## src/rtl/sdram_ctrl.sv

```systemverilog
// sdram_ctrl: closed-page, single-port controller for the DE1 16-bit SDRAM.
// Runs power-up init, periodic auto-refresh and one-word read/write accesses.
module sdram_ctrl #(
    parameter int T_INIT    = 10010,
    parameter int INIT_REFS = 8,
    parameter int T_REFI    = 780,
    parameter int T_RP      = 2,
    parameter int T_RCD     = 2,
    parameter int T_RC      = 8,
    parameter int T_MRD     = 2,
    parameter int CAS_LAT   = 2
) (
    input  logic        clk,
    input  logic        rst_n,
    input  logic        req_valid,
    output logic        req_ready,
    input  logic        req_we,
    input  logic [24:0] req_addr,
    input  logic [15:0] req_wdata,
    input  logic [1:0]  req_be,
    output logic        rd_valid,
    output logic [15:0] rd_data,
    output logic        init_done,
    output logic [12:0] sd_addr,
    output logic [1:0]  sd_ba,
    output logic        sd_cs_n,
    output logic        sd_ras_n,
    output logic        sd_cas_n,
    output logic        sd_we_n,
    output logic [1:0]  sd_dqm,
    output logic [15:0] dq_out,
    output logic        dq_oe,
    input  logic [15:0] dq_in
);
    typedef enum logic [2:0] {
        INIT_WAIT, INIT_PRE, INIT_REF, INIT_MRS,
        IDLE, REFRESH, ACT, RW
    } state_t;

    localparam logic [3:0] CMD_NOP = 4'b0111;
    localparam logic [3:0] CMD_ACT = 4'b0011;
    localparam logic [3:0] CMD_RD  = 4'b0101;
    localparam logic [3:0] CMD_WR  = 4'b0100;
    localparam logic [3:0] CMD_PRE = 4'b0010;
    localparam logic [3:0] CMD_REF = 4'b0001;
    localparam logic [3:0] CMD_MRS = 4'b0000;

    // single-location writes, sequential burst of 1
    localparam logic [14:0] MODE = {5'd0, 1'b1, 2'b00, 3'(CAS_LAT), 1'b0, 3'd0};

    state_t             state;
    logic [15:0]        cnt;
    logic [3:0]         ref_cnt;
    logic [9:0]         refi_cnt;
    logic               ref_pend;
    logic               refi_hit;
    logic [1:0]         l_ba;
    logic [9:0]         l_col;
    logic               l_we;
    logic [15:0]        l_wdata;
    logic [1:0]         l_be;
    logic [CAS_LAT:0]   rd_pipe;

    assign refi_hit = init_done && (refi_cnt == 10'(T_REFI - 1));

    always_ff @(posedge clk) begin
        if (!rst_n) begin
            state     <= INIT_WAIT;
            cnt       <= 16'(T_INIT - 1);
            ref_cnt   <= '0;
            refi_cnt  <= '0;
            ref_pend  <= 1'b0;
            l_ba      <= '0;
            l_col     <= '0;
            l_we      <= 1'b0;
            l_wdata   <= '0;
            l_be      <= '0;
            rd_pipe   <= '0;
            {sd_cs_n, sd_ras_n, sd_cas_n, sd_we_n} <= CMD_NOP;
            sd_addr   <= '0;
            sd_ba     <= '0;
            sd_dqm    <= 2'b11;
            dq_out    <= '0;
            dq_oe     <= 1'b0;
            req_ready <= 1'b0;
            rd_valid  <= 1'b0;
            rd_data   <= '0;
            init_done <= 1'b0;
        end else begin
            {sd_cs_n, sd_ras_n, sd_cas_n, sd_we_n} <= CMD_NOP;
            sd_dqm   <= (|rd_pipe[CAS_LAT-1:0]) ? 2'b00 : 2'b11;
            dq_oe    <= 1'b0;
            rd_pipe  <= {rd_pipe[CAS_LAT-1:0], 1'b0};
            rd_valid <= rd_pipe[CAS_LAT];
            if (rd_pipe[CAS_LAT])
                rd_data <= dq_in;

            // refresh timer keeps running through accesses
            if (!init_done || refi_hit)
                refi_cnt <= '0;
            else
                refi_cnt <= refi_cnt + 10'd1;
            if (refi_hit)
                ref_pend <= 1'b1;

            if (cnt != 16'd0)
                cnt <= cnt - 16'd1;

            unique case (state)
                INIT_WAIT: if (cnt == 16'd0) begin
                    state   <= INIT_PRE;
                    {sd_cs_n, sd_ras_n, sd_cas_n, sd_we_n} <= CMD_PRE;
                    sd_addr <= 13'h0400;
                    cnt     <= 16'(T_RP - 1);
                end
                INIT_PRE: if (cnt == 16'd0) begin
                    state   <= INIT_REF;
                    {sd_cs_n, sd_ras_n, sd_cas_n, sd_we_n} <= CMD_REF;
                    ref_cnt <= '0;
                    cnt     <= 16'(T_RC - 1);
                end
                INIT_REF: if (cnt == 16'd0) begin
                    if (ref_cnt == 4'(INIT_REFS - 1)) begin
                        state <= INIT_MRS;
                        {sd_cs_n, sd_ras_n, sd_cas_n, sd_we_n} <= CMD_MRS;
                        {sd_ba, sd_addr} <= MODE;
                        cnt   <= 16'(T_MRD - 1);
                    end else begin
                        {sd_cs_n, sd_ras_n, sd_cas_n, sd_we_n} <= CMD_REF;
                        ref_cnt <= ref_cnt + 4'd1;
                        cnt     <= 16'(T_RC - 1);
                    end
                end
                INIT_MRS: if (cnt == 16'd0) begin
                    state     <= IDLE;
                    init_done <= 1'b1;
                    req_ready <= ~(ref_pend | refi_hit);
                end
                IDLE: begin
                    if (ref_pend) begin
                        state     <= REFRESH;
                        {sd_cs_n, sd_ras_n, sd_cas_n, sd_we_n} <= CMD_REF;
                        ref_pend  <= refi_hit;
                        req_ready <= 1'b0;
                        cnt       <= 16'(T_RC - 1);
                    end else if (req_valid && req_ready) begin
                        state     <= ACT;
                        {sd_cs_n, sd_ras_n, sd_cas_n, sd_we_n} <= CMD_ACT;
                        sd_ba     <= req_addr[24:23];
                        sd_addr   <= req_addr[22:10];
                        l_ba      <= req_addr[24:23];
                        l_col     <= req_addr[9:0];
                        l_we      <= req_we;
                        l_wdata   <= req_wdata;
                        l_be      <= req_be;
                        req_ready <= 1'b0;
                        cnt       <= 16'(T_RCD - 1);
                    end else begin
                        req_ready <= ~refi_hit;
                    end
                end
                REFRESH: if (cnt == 16'd0) begin
                    state     <= IDLE;
                    req_ready <= ~(ref_pend | refi_hit);
                end
                ACT: if (cnt == 16'd0) begin
                    state   <= RW;
                    sd_ba   <= l_ba;
                    sd_addr <= {2'b00, 1'b1, l_col};
                    cnt     <= 16'(T_RC - T_RCD - 1);
                    if (l_we) begin
                        {sd_cs_n, sd_ras_n, sd_cas_n, sd_we_n} <= CMD_WR;
                        dq_oe  <= 1'b1;
                        dq_out <= l_wdata;
                        sd_dqm <= ~l_be;
                    end else begin
                        {sd_cs_n, sd_ras_n, sd_cas_n, sd_we_n} <= CMD_RD;
                        sd_dqm     <= 2'b00;
                        rd_pipe[0] <= 1'b1;
                    end
                end
                RW: if (cnt == 16'd0) begin
                    state     <= IDLE;
                    req_ready <= ~(ref_pend | refi_hit);
                end
            endcase
        end
    end
endmodule
```

## config.mk

```make
export PLATFORM = sky130hd
export DESIGN_NAME = sdram_ctrl
export DESIGN_NICKNAME = d
export VERILOG_FILES = /design/src/rtl/sdram_ctrl.sv
export SDC_FILE = /design/constraint.sdc
export NUM_CORES = 1
export LEC_CHECK = 0
export CAP_MARGIN = 20
export CELL_PAD_IN_SITES_DETAIL_PLACEMENT = 1
export CELL_PAD_IN_SITES_GLOBAL_PLACEMENT = 1
export CORE_MARGIN = 10
export CORE_UTILIZATION = 40
export CTS_CLUSTER_SIZE = 16
export DETAILED_ROUTE_END_ITERATION = 8
export GPL_TIMING_DRIVEN = 0
export PLACE_DENSITY_LB_ADDON = 0.1
export SLEW_MARGIN = 25
export SYNTH_ARGS = -nofsm -noshare
export SYNTH_HDL_FRONTEND = slang
export SYNTH_SLANG_ARGS = --single-unit
```

## constraint.sdc

```tcl
create_clock -name clk -period 4.15 [get_ports clk]
set_clock_uncertainty 0.2 [all_clocks]
set_input_delay 0.415 -clock clk [delete_from_list [all_inputs] [get_ports clk]]
set_output_delay 0.415 -clock clk [all_outputs]
set_load 0.005 [all_outputs]
```

# After elaboration in Yosys (flattened, before gate mapping)
# Index checks and enable logic that the tools add are counted.
dict set report word_totals {
  inputBits 63
  word_cells 135
  register_bits 124
}
dict set report classes {
  n_eq_ne 19
  reduce_logical 25
  bitwise 6
  mux 58
  n_addsub 3
}
# op count
set op_table {}
lappend op_table {{$mux 16} 7}
lappend op_table {{$pmux 16 s5} 1}
lappend op_table {{$mux 13} 6}
lappend op_table {{$pmux 13 s4} 1}
lappend op_table {{$mux 3} 9}
lappend op_table {{$mux 2} 9}
lappend op_table {{$pmux 3 s6} 1}
lappend op_table {{$logic_not 16->1} 1}
lappend op_table {{$ne 2x2->1 const B} 8}
lappend op_table {{$reduce_bool 16->1} 1}
lappend op_table {{$sub 16x1->16 const B} 1}
lappend op_table {{$mux 1} 15}
lappend op_table {{$reduce_and 7->1} 2}
lappend op_table {{$eq 3x3->1 const B} 4}
lappend op_table {{$mux 4} 3}
lappend op_table {{$add 10x1->10 const B} 1}
lappend op_table {{$eq 10x10->1 const B} 1}
lappend op_table {{$reduce_and 3->1} 3}
lappend op_table {{$reduce_or 3->1} 3}
lappend op_table {{$pmux 4 s2} 1}
lappend op_table {{$eq 3x2->1 const B} 2}
lappend op_table {{$pmux 1 s2} 3}
lappend op_table {{$pmux 2 s3} 1}
lappend op_table {{$reduce_and 6->1} 1}
lappend op_table {{19 further kinds} 26}

# Depth between registers and ports, before layout
dict set report depth {
  depth_word 6
  mapped_depth 12
  depth_no_buf 9
}

# Worst setup path before layout
# Ideal clock, no wire load.
dict set report synth_timing {
  path_kind {register to register}
  startpoint {register cnt[1]}
  endpoint {register cnt[0]}
  period_less_slack_ns 2.237
  setup_time_ns 0.139
  slack_ns 1.913
  stages_incl_launch_ff 12
  required_ns 3.811
  t_arrival_ns 1.897
  cell_sequence {dfxtp_1 inv_1 ha_1 nor4b_2 and4_1 buf_4 inv_2 buf_6 buf_6 ha_1 a31oi_1 o221ai_1}
}
dict set report synth_via {
  elab_chain_cells 5
  word_cells_on_any_way 10
  cone_classes {8 x mux; 2 x reduce/logical}
}
# element line_no
set synth_rtl {}
lappend synth_rtl {{start, declared} 52} ;# logic [15:0] cnt;
lappend synth_rtl {{start signal, assigned} 69} ;# cnt <= 16'(T_INIT - 1);
lappend synth_rtl {{start signal, assigned} 107} ;# cnt <= cnt - 16'd1;
lappend synth_rtl {{start signal, assigned} 114} ;# cnt <= 16'(T_RP - 1);
lappend synth_rtl {{$reduce_bool 16->1} 106} ;# if (cnt != 16'd0)
lappend synth_rtl {{$mux 16} 106}
lappend synth_rtl {{$mux 16} 146} ;# end else if (req_valid && req_ready) begin
lappend synth_rtl {{$mux 16} 140} ;# if (ref_pend) begin
lappend synth_rtl {{$pmux 16 s5 (*)} 109} ;# unique case (state)
# Every way passes the cells marked *; elsewhere a longest branch is shown, timed or not.
# A chain may end at the register's enable or synchronous reset.

# Worst setup path in the final report
# Ends and elaborated chain as after synthesis.

==> qor.yml <==
outcome:
  outcome: "completed"
place:
  dpl.cell_count: 921
  port_buffers: 117
  dpl_cell_area_um2: 6740
  hpwlAfterDp_um: 12700
  routabilityCongestion: 0.872
  dp_slack_ps: 1580
clocking:
  clk_path_buf_depth: 2
  postCtsHoldBufs: 0
  clkLatencyLatePin_ps: 420
  cts_resized: 0
  cts-htree-levels: 4
  clockRootBuffer: "clkbuf_16"
  cts_setup_buffers: 0
  cts_buffers: 17
  cts_tree: "done"
  clkTransAtPathRegs_ps: 60
  cts.sink_count: 124
yosys:
  synth.area.top_cells: "dfxtp_1 46%, nand2_1 9.8%, mux2i_1 6.6%"
  async_flop_share_pct: 0
  yosysWarnings: 0
  synth_top_area_share_pct: 46.4
  synthDistinctLibCells: 63
  synth-edff-count: 0
  synth_seq_cells: 124
  yosysSeqAreaShare_pct: 46.4
  syn_nets: 696
  synthCells: 628
  syn_area_um2: 5350
  syn_area_per_cell_um2: 8.51
  yosysTopAreaCell: "dfxtp_1"
  synth_ff_type: "dfxtp_1"
floorplan:
  ioPinCount: 120
  die_h_um: 136
  row_count: 42
  die_w_um: 136
  core_region_area_um2: 13200
  initial_core_util_pct: 40.5
  dieArea_um2: 18400
grt:
  overflow: 0
  grt_pass1_vias: 5459
  grt_use_total_pct: 18.9
  grt_pass1_wl_um: 27800
  antenna_found_initial: 0
  grt_start_max_net_pins: 17
critical_path:
  crit_arrival_ps: 2660
  crit_fanout: 10
  reg2reg_from: "cnt[1]"
  endpoint: "cnt[0]"
  reg2regPathDepth: 11
  setup.worst_path.start: "cnt[1]"
  end_kind: "register"
  path_delay_family: "buffers and inverters"
  cp_num_cells: 11
  r2r_setup_slack_ps: 1560
  worstReg2RegEnd: "cnt[0]"
  critPathLaunchType: "register"
  slowest_stage: "dfxtp_1"
  required_ps: 4220
  crit_buf_inv: 5
  path_class: "reg -> reg"
  critical-path-max-stage-delay_ps: 310
  cp_cell_sequence: "inv_1, ha_1, nor4b_2, and4_1, buf_4, inv_2, buf_6, buf_6, ha_1, a31oi_1, o221ai_1"
timing:
  fin_crit_ps: 2590
  max_freq_ghz: 0.387
  grt_setup_unrepaired: "false"
  tightest_slew_ps: 919
  fin_crit_sh_pct: 62.3
  fin_setup_tns_ps: 0
  setup_slack_ps: 1560
  slew_headroom_pct: 38.3
  slew_violations: 0
  finalHoldViolations: 0
  setup_viol: 0
layout:
  final_common_cell: "nand2_1"
  drive_gt1_share_pct: 8.11
  final_cell_mix: "140 x nand2_1, 124 x dfxtp_1, 117 x clkdlybuf4s50_1"
  areaGrowthSynthToFinish_pct: 38.2
  antennaDiodeCount: 0
  final_cell_count_no_fill: 953
  fin_nets: 832
  final_area_um2: 7390
detailed_routing:
  num_vias: 4956
  drt-total-wl_um: 17300
  drc: 0
  wire_per_inst_um: 18.1
  ant_nets: 0
  first_pass_iters: 4
  vias_per_cell: 5.20
  drt_first_iter_violations: 255
flow_run:
  drv_cap: 0
pwr:
  ir_drop_mv: 0.237
  p_leak_nw: 2.54
  powerDensity_nw_per_um2: 401
min_path:
  hp-class: "reg -> reg"
-- area by class of cell --
cell class,count,area [um^2]
Fill cell,1543,5800
Tap cell,176,220
Clock buffer,22,464
Clock inverter,10,186
Inverter,10,37.5
Timing Repair Buffer,117,1170
Sequential cell,124,2480
Buffer,42,204
Multi-Input combinational cell,452,2620
-- kinds of logic after synthesis --
| logic type | count (synthesis) | synth area share (%) |
|---|---|---|
| xor gates and xnor gates | 20 | 3.28 |
| and+or+nand+nor | 278 | 24.6 |
| other | 1 | 0.0702 |
| AOI/OAI and AO/OA | 104 | 11.5 |
| adders and majority gates | 5 | 1.17 |
| DFF | 124 | 46.4 |
| buffers and inverters | 52 | 4.52 |
| muxes | 44 | 8.45 |
-- routing by layer --
metal  vias up  track usage, %  wire (um)
met1      2432            21.2       7210
met3        21            5.90       1000
met5         -               0          0
met2       104            33.0       8820
met4         0            6.58        234
li1       2399               -          -
-- synthesized netlist by cell type, types with 2 or more instances --
cell type and instances:
buf_1 2, a41oi_1 2, a211oi_1 3, nand4_1 5, nor4_4 2, dfxtp_1 124, and2_1 8, o21ai_1 7
nor2_1 58, nand3_1 16, a21oi_1 60, xor2_1 16, mux2i_1 35, and3_1 5, or2_2 2, a31oi_1 2
xnor2_1 4, buf_2 7, nand2b_1 4, mux2_2 9, and4_1 2, nor3_1 8, o21ai_0 14, nand3b_1 3
nor4_1 2, buf_4 3, inv_1 9, nand2_1 140, or3b_1 2, nor2b_1 6, and3b_1 2, or4_1 2
nand4b_1 2, buf_6 2, clkbuf_1 27, ha_1 5, o21a_1 2
-- worst min path at each step --
| stage | from | endpoint | slack [ps] | cells after the start |
|---|---|---|---|---|
| final | l_be[1] | sd_dqm[1] | 260 | 1 |
| after global routing | l_be[1] | sd_dqm[1] | 270 | 1 |
| after CTS | l_be[1] | sd_dqm[1] | 250 | 1 |
| after detailed placement | l_be[1] | sd_dqm[1] | 240 | 1 |
| after global placement | l_be[0] | sd_dqm[0] | 230 | 1 |
| after floorplan | l_be[0] | sd_dqm[0] | 220 | 1 |
-- registers in the layout, indices dropped and copies added (netlist names), 2 cells and up --
signal,count
refi_cnt,10
l_wdata,16
cnt,16
rd_pipe,3
l_col,10
ref_cnt,4
l_ba,2
state,3
sd_dqm,2
sd_addr,13
l_be,2
dq_out,16
rd_data,16
sd_ba,2
-- stage by stage --
| stage | total power [mW] | hold WS [ps] | utilization (%) |
|---|---|---|---|
| 3_3_place_gp | 1.35 | 227 | 51.1 |
| 4_1_cts | 2.99 | 252 | 56.0 |
| 6_report | 2.96 | 256 | 56.0 |
| 5_1_grt | 3.06 | 266 | 56.0 |
| 2_1_floorplan | 1.27 | 215 | - |
| 3_5_place_dp | 1.35 | 237 | 51.1 |
-- report_power, final --
part / internal (mW) / switching, mW
registers: 1.20 / 0.00631
logic: 0.0717 / 0.0560
clock network: 1.10 / 0.537
-- worst register-to-register path: cells and delay by family (launching register included) --
| family | cells | cell delay, ps |
|---|---|---|
| buffers and inverters | 5 | 630 |
| and+or+nand+nor | 2 | 500 |
| adders and majority gates | 2 | 490 |
| DFF | 1 | 310 |
| AOI/OAI and AO/OA | 2 | 310 |
Power figures use the tool's default switching activity.
